<file path="config.mk">
export PLATFORM = sky130hd
export DESIGN_NAME = fft_spectrum_writer_flat
export DESIGN_NICKNAME = d
export VERILOG_FILES = /design/src/rtl/fft_spectrum_writer_if.sv /design/src/rtl/fft_spectrum_writer.sv /design/src/flat_wrapper.sv
export SDC_FILE = /design/constraint.sdc
export NUM_CORES = 1
export LEC_CHECK = 0
export ABC_AREA = 1
export BUFFER_PORTS_ARGS = -buffer_cell sky130_fd_sc_hd__clkbuf_2
export CORE_UTILIZATION = 45
export DETAILED_ROUTE_END_ITERATION = 6
export SLEW_MARGIN = 5
export SYNTH_ARGS = -nofsm -noshare
export SYNTH_HDL_FRONTEND = slang
export SYNTH_SLANG_ARGS = --single-unit
</file>
<file path="constraint.sdc">
create_clock -name clk -period 4.48 [get_ports clk]
set_input_delay 0.448 -clock clk [delete_from_list [all_inputs] [get_ports clk]]
set_output_delay 0.448 -clock clk [all_outputs]
set_load 0.01 [all_outputs]
</file>
<file path="src/rtl/fft_spectrum_writer_if.sv">
// Streaming FFT output bus plus display-RAM port A write signals.
// The FFT side drives dv/xk_*; the spectrum writer drives the RAM signals.
interface fft_spectrum_writer_if #(
    parameter int ADDR_W = 9,
    parameter int DATA_W = 8
);
    logic                     dv;
    logic [ADDR_W-1:0]        xk_index;
    logic signed [DATA_W-1:0] xk_re;
    logic signed [DATA_W-1:0] xk_im;
    logic                     wea;
    logic [ADDR_W:0]          addra;
    logic [7:0]               dina;

    modport master (
        output dv, xk_index, xk_re, xk_im,
        input  wea, addra, dina
    );

    modport slave (
        input  dv, xk_index, xk_re, xk_im,
        output wea, addra, dina
    );
endinterface

</file>
<file path="src/rtl/fft_spectrum_writer.sv">
// Writes scaled FFT bin magnitudes into the back bank of a double-buffered
// display RAM and swaps banks only after a complete, in-order frame.
module fft_spectrum_writer #(
    parameter int N_BINS  = 512,
    parameter int ADDR_W  = 9,
    parameter int DATA_W  = 8,
    parameter int SHIFT   = 7,
    parameter int SKIP_DC = 1
) (
    input  logic                  clk,
    input  logic                  rst,
    input  logic                  enable,
    fft_spectrum_writer_if.slave  fft_bus,
    output logic                  disp_bank,
    output logic                  frame_done,
    output logic                  frame_err,
    output logic [ADDR_W-1:0]     peak_index,
    output logic [7:0]            peak_mag
);

    localparam int PW = 2 * DATA_W;
    localparam logic [ADDR_W-1:0] LAST_BIN = ADDR_W'(N_BINS - 1);

    typedef enum logic [1:0] {
        WAIT_START = 2'd0,
        CAPTURE    = 2'd1,
        DRAIN      = 2'd2
    } state_t;

    state_t r_state;
    state_t w_state_next;

    logic              w_accept;
    logic              w_seq_err;
    logic              w_swap;
    logic              w_pipe_empty;
    logic [ADDR_W-1:0] r_expected;

    // acceptance register
    logic                     r_acc_v;
    logic [ADDR_W-1:0]        r_acc_bin;
    logic                     r_acc_bank;
    logic signed [DATA_W-1:0] r_acc_re;
    logic signed [DATA_W-1:0] r_acc_im;

    // stage 1: squares
    logic signed [PW-1:0] w_re2;
    logic signed [PW-1:0] w_im2;
    logic                 r_s1_v;
    logic [ADDR_W-1:0]    r_s1_bin;
    logic                 r_s1_bank;
    logic [PW-1:0]        r_s1_re2;
    logic [PW-1:0]        r_s1_im2;

    // stage 2: sum, shift, saturate
    logic [PW-1:0]     w_sum;
    logic [PW-1:0]     w_scaled;
    logic [7:0]        w_sat;
    logic              r_s2_v;
    logic [ADDR_W-1:0] r_s2_bin;
    logic              r_s2_bank;
    logic [7:0]        r_s2_mag;

    // stage 3: RAM port registers
    logic              r_wea;
    logic [ADDR_W:0]   r_addra;
    logic [7:0]        r_dina;

    logic              r_disp_bank;
    logic              r_frame_done;
    logic              r_frame_err;
    logic [ADDR_W-1:0] r_trk_idx;
    logic [7:0]        r_trk_mag;
    logic [ADDR_W-1:0] r_peak_index;
    logic [7:0]        r_peak_mag;

    assign w_pipe_empty = !r_acc_v && !r_s1_v && !r_s2_v;

    always_comb begin
        w_state_next = r_state;
        w_accept     = 1'b0;
        w_seq_err    = 1'b0;
        w_swap       = 1'b0;
        case (r_state)
            WAIT_START: begin
                if (fft_bus.dv && enable && (fft_bus.xk_index == '0)) begin
                    w_accept     = 1'b1;
                    w_state_next = CAPTURE;
                end
            end
            CAPTURE: begin
                if (fft_bus.dv) begin
                    if (fft_bus.xk_index == r_expected) begin
                        w_accept = 1'b1;
                        if (fft_bus.xk_index == LAST_BIN) begin
                            w_state_next = DRAIN;
                        end
                    end else begin
                        w_seq_err    = 1'b1;
                        w_state_next = WAIT_START;
                    end
                end
            end
            DRAIN: begin
                if (w_pipe_empty) begin
                    w_swap       = 1'b1;
                    w_state_next = WAIT_START;
                end
            end
            default: w_state_next = WAIT_START;
        endcase
    end

    always_ff @(posedge clk) begin
        if (rst) begin
            r_state    <= WAIT_START;
            r_expected <= '0;
        end else begin
            r_state <= w_state_next;
            if (w_accept) begin
                r_expected <= fft_bus.xk_index + 1'b1;
            end
        end
    end

    assign w_re2    = r_acc_re * r_acc_re;
    assign w_im2    = r_acc_im * r_acc_im;
    assign w_sum    = r_s1_re2 + r_s1_im2;
    assign w_scaled = w_sum >> SHIFT;
    assign w_sat    = (|w_scaled[PW-1:8]) ? 8'hFF : w_scaled[7:0];

    // Valid bits and RAM outputs are reset so no in-flight write survives rst.
    always_ff @(posedge clk) begin
        if (rst) begin
            r_acc_v <= 1'b0;
            r_s1_v  <= 1'b0;
            r_s2_v  <= 1'b0;
            r_wea   <= 1'b0;
            r_addra <= '0;
            r_dina  <= '0;
        end else begin
            r_acc_v <= w_accept;
            r_s1_v  <= r_acc_v;
            r_s2_v  <= r_s1_v;
            r_wea   <= r_s2_v;
            if (r_s2_v) begin
                r_addra <= {r_s2_bank, r_s2_bin};
                r_dina  <= r_s2_mag;
            end
        end
    end

    always_ff @(posedge clk) begin
        if (w_accept) begin
            r_acc_bin  <= fft_bus.xk_index;
            r_acc_bank <= ~r_disp_bank;
            r_acc_re   <= fft_bus.xk_re;
            r_acc_im   <= fft_bus.xk_im;
        end
        r_s1_bin  <= r_acc_bin;
        r_s1_bank <= r_acc_bank;
        r_s1_re2  <= $unsigned(w_re2);
        r_s1_im2  <= $unsigned(w_im2);
        r_s2_bin  <= r_s1_bin;
        r_s2_bank <= r_s1_bank;
        r_s2_mag  <= w_sat;
    end

    // Bin 0 reaching stage 2 marks a new frame; any leftovers of an aborted
    // frame are older, so restarting the tracker here discards them.
    always_ff @(posedge clk) begin
        if (rst) begin
            r_trk_idx <= '0;
            r_trk_mag <= '0;
        end else if (r_s2_v) begin
            if (r_s2_bin == '0) begin
                r_trk_idx <= '0;
                r_trk_mag <= (SKIP_DC != 0) ? 8'd0 : r_s2_mag;
            end else if (r_s2_mag > r_trk_mag) begin
                r_trk_idx <= r_s2_bin;
                r_trk_mag <= r_s2_mag;
            end
        end
    end

    always_ff @(posedge clk) begin
        if (rst) begin
            r_disp_bank  <= 1'b0;
            r_frame_done <= 1'b0;
            r_frame_err  <= 1'b0;
            r_peak_index <= '0;
            r_peak_mag   <= '0;
        end else begin
            r_frame_done <= w_swap;
            r_frame_err  <= w_seq_err;
            if (w_swap) begin
                r_disp_bank  <= ~r_disp_bank;
                r_peak_index <= r_trk_idx;
                r_peak_mag   <= r_trk_mag;
            end
        end
    end

    assign fft_bus.wea   = r_wea;
    assign fft_bus.addra = r_addra;
    assign fft_bus.dina  = r_dina;
    assign disp_bank     = r_disp_bank;
    assign frame_done    = r_frame_done;
    assign frame_err     = r_frame_err;
    assign peak_index    = r_peak_index;
    assign peak_mag      = r_peak_mag;

endmodule
</file>
<file path="src/flat_wrapper.sv">
// flat-port wrapper written by rule: the top's interface ports become plain ports
module fft_spectrum_writer_flat 
#(
    parameter int N_BINS  = 512,
    parameter int ADDR_W  = 9,
    parameter int DATA_W  = 8,
    parameter int SHIFT   = 7,
    parameter int SKIP_DC = 1
)
  (clk, rst, enable, disp_bank, frame_done, frame_err, peak_index, peak_mag, fft_bus_dv, fft_bus_xk_index, fft_bus_xk_re, fft_bus_xk_im, fft_bus_wea, fft_bus_addra, fft_bus_dina);
  fft_spectrum_writer_if #(.ADDR_W(ADDR_W), .DATA_W(DATA_W)) fft_bus_i ();
  input  logic clk;
  input  logic rst;
  input  logic enable;
  output logic disp_bank;
  output logic frame_done;
  output logic frame_err;
  output logic [ADDR_W-1:0] peak_index;
  output logic [7:0] peak_mag;
  input wire logic [$bits(fft_bus_i.dv)-1:0] fft_bus_dv;
  input wire logic [$bits(fft_bus_i.xk_index)-1:0] fft_bus_xk_index;
  input wire logic [$bits(fft_bus_i.xk_re)-1:0] fft_bus_xk_re;
  input wire logic [$bits(fft_bus_i.xk_im)-1:0] fft_bus_xk_im;
  output wire logic [$bits(fft_bus_i.wea)-1:0] fft_bus_wea;
  output wire logic [$bits(fft_bus_i.addra)-1:0] fft_bus_addra;
  output wire logic [$bits(fft_bus_i.dina)-1:0] fft_bus_dina;
  assign fft_bus_i.dv = fft_bus_dv;
  assign fft_bus_i.xk_index = fft_bus_xk_index;
  assign fft_bus_i.xk_re = fft_bus_xk_re;
  assign fft_bus_i.xk_im = fft_bus_xk_im;
  assign fft_bus_wea = fft_bus_i.wea;
  assign fft_bus_addra = fft_bus_i.addra;
  assign fft_bus_dina = fft_bus_i.dina;
  fft_spectrum_writer #(.N_BINS(N_BINS), .ADDR_W(ADDR_W), .DATA_W(DATA_W), .SHIFT(SHIFT), .SKIP_DC(SKIP_DC)) u_core (.clk(clk), .rst(rst), .enable(enable), .fft_bus(fft_bus_i), .disp_bank(disp_bank), .frame_done(frame_done), .frame_err(frame_err), .peak_index(peak_index), .peak_mag(peak_mag));
endmodule
</file>
# ---- After elaboration in Yosys (flattened, before gate mapping)
# Cells that the tools add are included.
dict set report classes {
  n_mul 2
  muxes 17
  n_addsub 2
  bitwise_logic 3
  order_cmp 1
  eq_ne 8
  reduce_logical 14
}
# operator count
set ops {}
lappend ops {{$mul 8x8->16} 2}
lappend ops {{$logic_not 9->1} 2}
lappend ops {{$mux 9} 2}
lappend ops {{$add 16x16->16} 1}
lappend ops {{$mux 8} 2}
lappend ops {{$mux 2} 5}
lappend ops {{$add 9x1->9 const B} 1}
lappend ops {{$eq 9x9->1} 1}
lappend ops {{$eq 9x9->1 const B} 1}
lappend ops {{$gt 8x8->1} 1}
lappend ops {{$mux 1} 6}
lappend ops {{$pmux 2 s3} 1}
lappend ops {{$logic_and 1x1->1} 4}
lappend ops {{$ne 2x1->1 const B} 2}
lappend ops {{$reduce_and 4->1} 1}
lappend ops {{$logic_not 1->1} 3}
lappend ops {{$ne 3x3->1 const B} 1}
lappend ops {{$not 1->1} 3}
lappend ops {{$reduce_or 3->1} 1}
lappend ops {{$eq 2x1->1 const B} 1}
lappend ops {{$eq 2x2->1 const B} 1}
lappend ops {{$logic_not 2->1} 1}
lappend ops {{$ne 2x2->1 const B} 1}
lappend ops {{$pmux 1 s2} 1}
lappend ops {{2 further kinds} 2}
dict set report totals {
  inputBits 29
  wordCells 73
  out_inout_bits 39
  register_bits 156
}

# ---- Longest topological paths before layout
dict set report logic_depth {
  ltp_word 5
  depth_mapped 24
  depth_no_buf 23
}

# ---- Worst setup path after synthesis
# No wires, ideal clock.
dict set report synth_timing {
  path_type {reg2reg}
  from {reg u_core.r_acc_re[3]}
  to {reg u_core.r_s1_re2[14]}
  setup_slack_ps 414
  setup_ps 119
  synth_period_minus_slack_ps 4066
  path_buffers 1
  t_arrival_ps 3947
  required_time_ps 4361
  stages_incl_launch_ff 17
  cell_sequence {edfxtp_1 clkbuf_1 nand2_1 inv_1 fa_1 inv_1 fa_1 inv_1 fa_1 inv_1 fa_1 inv_1 ha_1 a21o_1 nand3_1 nand4_1 xor2_1}
}
dict set report synth_via {
  elab_chain_cells 1
}
# element line_no
set synth_lines {}
lappend synth_lines {{start, declared} fft_spectrum_writer.sv:43} ;# logic signed [DATA_W-1:0] r_acc_re;
lappend synth_lines {{start signal, assigned} fft_spectrum_writer.sv:157} ;# r_acc_re <= fft_bus.xk_re;
lappend synth_lines {{$mul 8x8->16} fft_spectrum_writer.sv:126} ;# assign w_re2 = r_acc_re * r_acc_re;
lappend synth_lines {{net u_core.w_re2[14]} fft_spectrum_writer.sv:47} ;# logic signed [PW-1:0] w_re2;
lappend synth_lines {{end signal, assigned} fft_spectrum_writer.sv:162} ;# r_s1_re2 <= $unsigned(w_re2);
lappend synth_lines {{end, declared} fft_spectrum_writer.sv:52} ;# logic [PW-1:0] r_s1_re2;
# The timed path passes the listed nets, and every way through them passes these cells.
# A chain may end at the register's enable or synchronous reset.

# ---- Worst setup path after layout
dict set report layout_timing {
  from {reg u_core.r_acc_re[7]}
  to {reg u_core.r_s1_re2[14]}
}
# Same word-level chain as after synthesis.

==> out/summary.md <==
Summed over all nets, wire length on met2 after detailed routing comes to 9600 µm. The die is 151 µm wide. The number of antenna violations at the first check in global routing is 0. The net count of the finished layout is 1450. The via density per instance works out to 4.71.

The critical path goes through buf_4, nand2_1, inv_1, fa_2, inv_1, fa_1, inv_1, fa_1, inv_1, fa_1, inv_1, ha_1, nand2_1, nor2_1, nand3_1, nand4_1, xor2_1. Counting both buffers and inverters, the worst setup path holds a total of 6. The worst-case hold path end point was u_core.r_acc_im[5]. In this run the worst path has a maximum fanout of 5. The number of failing hold endpoints at the final stage came out at 0. The endpoint identified for the worst register-to-register timing path is u_core.r_s1_re2[14]. In the synthesized netlist, the cells that appear most often are inv_1 (248), nand2_1 (210), dfxtp_1 (126), nor2_1 (112), fa_1 (85). Number of warnings reported in the yosys synthesis log: 0.

The highest layer touched by signal routing is met4. The setup path with the least slack is of type reg2reg. For the worst setup path, the data required time is 4830 ps.

The number of sinks driven by the clock tree came out at 152. The number of standard-cell rows in the floorplan was 54; the via count of the first global-routing pass was 7113. The post-synthesis area per instance was 8.39 µm².

The beginning of the worst register-to-register path is u_core.r_acc_re[7]. The largest single stage delay on the critical path is 610 ps. Data on the critical path arrives at its endpoint at 4570 ps. The estimated wirelength of the detail-placed design was 14800 µm; the relative area change from synthesis to final layout was 12.7%.

The number of cells in the finished layout apart from fillers is 1550. The tools report the root buffer cell as clkbuf_16. The logs give 2 for the clock tree buffer depth and 0.0227 mm² for the die footprint. The port buffer count is 67, and the total met3 wirelength after detailed routing is 432 µm.

For this block, wires on met1 add up to 8890 µm. The H-tree was split into 4 levels. By instance count, the cell type seen most on the critical path is inv_1. For the largest net degree at the start of global routing, the log shows 45. The post-synthesis cell count is 1185, and the setup slack of the worst register-to-register path is 260 ps. The number of different library cells in the post-synthesis netlist came out at 34.

Measured in cells, the most critical reg-to-reg path has a length of 17. After layout, the minimum clock period comes to 4220 ps. The analysis attributes to cell leakage a power of 5.77 nW. Synthesis inferred 152 register bits. Clock latency on the worst-skew pair, taken at its later pin, is 420 ps.

Most instantiated library cell after synthesis: inv_1. When the netlist entered floorplanning its net count stood at 1378. STA classifies the critical path startpoint as a register.

Setup violations remaining at the end of the flow were counted as 0. By area the synthesized netlist is led by dfxtp_1 (25%), fa_1 (17%), ha_1 (9.9%). The total overflow left after global routing is 0.

In this run, CTS created clock tree buffers numbering 17. Among all stages on the critical path, the largest delay is contributed by fa_2. The final design instance area without fill is 0.0112 mm², and the maximum ir drop on the vdd rail is 0.176 mV. The sequential share of the synthesized area is 0.332.

Setup repair after global routing left no endpoint under its margin. The worst hold path belongs to the class in2reg. The logs give 4 for the detailed-routing iteration count for the pre-antenna-repair pass and 0.875 for the routability congestion estimate. The first global-routing pass estimated 32800 µm of wire.

After detailed routing, the average wire length per cell comes to 12.3 µm. For the pin with the worst max-slew slack, the measured transition is 751 ps. Summing all placed instances gives a cell area of 0.0105 mm². The number of cells traversed by the worst hold path is 1, and the worst setup skew after layout is 14.1 ps.

Total core area: 0.0218 mm². The largest total area in the synthesized netlist belongs to dfxtp_1. The tools report the number of pins exceeding their max-slew limit in the final report as 0. TritonCTS built the clock tree.

The period utilization came out at 0.942. The number of violations of the max-capacitance limit is 0, and the number of enable flip-flop cells after synthesis is 26. Derived from the worst setup path, the maximum achievable clock frequency is 0.237 GHz.

The count of nets left with antenna violations once routing finished came out at 0. 0 antenna diodes ended up in the layout. The overall track demand over capacity in global routing is 0.183. The run gives 244 as the detailed router's first-iteration violation count. The floorplan step set the die height to 151 µm.

The run finished with clean final reports. The relative slew slack is 0.499, and the proportion of layout cells with a drive suffix above 1 is 0.109. The startpoint identified for the worst hold timing path is fft_bus_xk_im[5]. The final route contains 7301 vias. STA classifies the critical path endpoint as a register. The starting density of the core was 0.457; the ratio of total power to cell area was 266 mW/mm².

Grouping stages by cell kind, the critical path spends the most delay in adder cells. The number of placed instances, taps included, is 1504. Among all flip-flop cells after synthesis, the most frequent one is dfxtp_1. The post-synthesis instance area was 0.00994 mm²; the setup TNS was 0 ps.

The clock input transition at the sequential cells of the worst setup and hold paths came out at 70 ps. The layout has 2089 filler cells. After detailed routing, the total wire length is 19100 µm. The proportion of register bits with asynchronous set or reset after synthesis was 0; the share of the synthesized area in the top cell type was 0.254. During I/O placement, the number of pins put on the boundary was 68.

After detailed routing, the number of remaining DRC violations is 0.
-- how the worst max path moves through the flow --
stage                     depth (start not counted)                from             endpoint  slack, ps
after global placement                           15  u_core.r_acc_re[7]  u_core.r_s1_re2[14]        270
after CTS                                        16  u_core.r_acc_re[7]  u_core.r_s1_re2[14]        110
after global routing                             16  u_core.r_acc_re[7]  u_core.r_s1_re2[15]          5
after floorplan                                  16  u_core.r_acc_re[3]  u_core.r_s1_re2[14]        410
final                                            17  u_core.r_acc_re[7]  u_core.r_s1_re2[14]        260
after detailed placement                         16  u_core.r_acc_re[7]  u_core.r_s1_re2[14]        130
-- flip-flops by register name (all words and copies together) (netlist names), 2 cells and up --
name / cells
u_core.r_trk_idx: 9
u_core.peak_index: 9
u_core.fft_bus.dina: 8
u_core.r_s1_im2: 14
u_core.r_acc_im: 8
u_core.peak_mag: 8
u_core.r_s2_bin: 9
u_core.r_state: 2
u_core.r_acc_bin: 9
u_core.r_s1_bin: 9
u_core.r_s2_mag: 8
u_core.r_trk_mag: 8
u_core.r_acc_re: 8
u_core.r_expected: 9
u_core.fft_bus.addra: 10
u_core.r_s1_re2: 14
-- through the flow --
stage	utilization	setup WS, ps	total power, mW	hold WS [ps]
6_report	0.515	259	2.99	193
5_1_grt	0.515	4.82	3.10	186
2_1_floorplan	-	414	1.55	310
3_3_place_gp	0.483	267	1.61	312
4_1_cts	0.510	105	3.02	182
3_5_place_dp	0.483	127	1.61	312
-- routing by layer --
metal,up-vias,GRT usage
met5,-,0
met4,0,0.0500
met3,15,0.0248
met2,87,0.325
met1,3433,0.233
li1,3766,-
-- power by group --
part	internal, mW	switching, mW	leakage (nW)
Combinational	0.0584	0.0969	4.22
Clock	0.788	0.619	0.283
Sequential	1.41	0.0135	1.27
-- logic make-up (layout without fill, tap and decap cells) --
| kind of cell | Yosys count | after routing | synth area share |
|---|---|---|---|
| and+or+nand+nor | 390 | 390 | 0.162 |
| buffers and inverters | 287 | 372 | 0.112 |
| adders and majority gates | 164 | 164 | 0.271 |
| DFF | 152 | 152 | 0.332 |
| AOI/OAI and AO/OA | 136 | 136 | 0.0735 |
| xor gates and xnor gates | 56 | 56 | 0.0493 |
-- what timing repair did --
item | CTS | global route
gates resized for setup | 0 | 2
hold buffers | 0 | 0
setup endpoints to repair | 0 | 6
setup buffers | 0 | 14
-- placed cells by master, fill, tap and decap left out, types with 8 or more instances in the layout --
cell       count
inv_1        248
nand2_1      210
dfxtp_1      126
nor2_1       112
fa_1          84
ha_1          78
clkbuf_2      68
a21oi_1       64
o21ai_0       50
nand3_1       39
xor2_1        33
edfxtp_1      26
xnor2_1       23
buf_4         23
clkbuf_16     17
nand4_1       10
o21bai_1       8
-- area by class of cell --
type                            count  area [µm²]  share of cell area
Multi-Input combinational cell    746        5530               0.493
Sequential cell                   152        3300               0.295
Inverter                          249         935              0.0834
Timing Repair Buffer               91         513              0.0458
Clock buffer                       17         425              0.0380
Tap cell                          280         350              0.0313
Clock inverter                     15         154              0.0137
No activity file was read; power rests on OpenSTA's default activity.
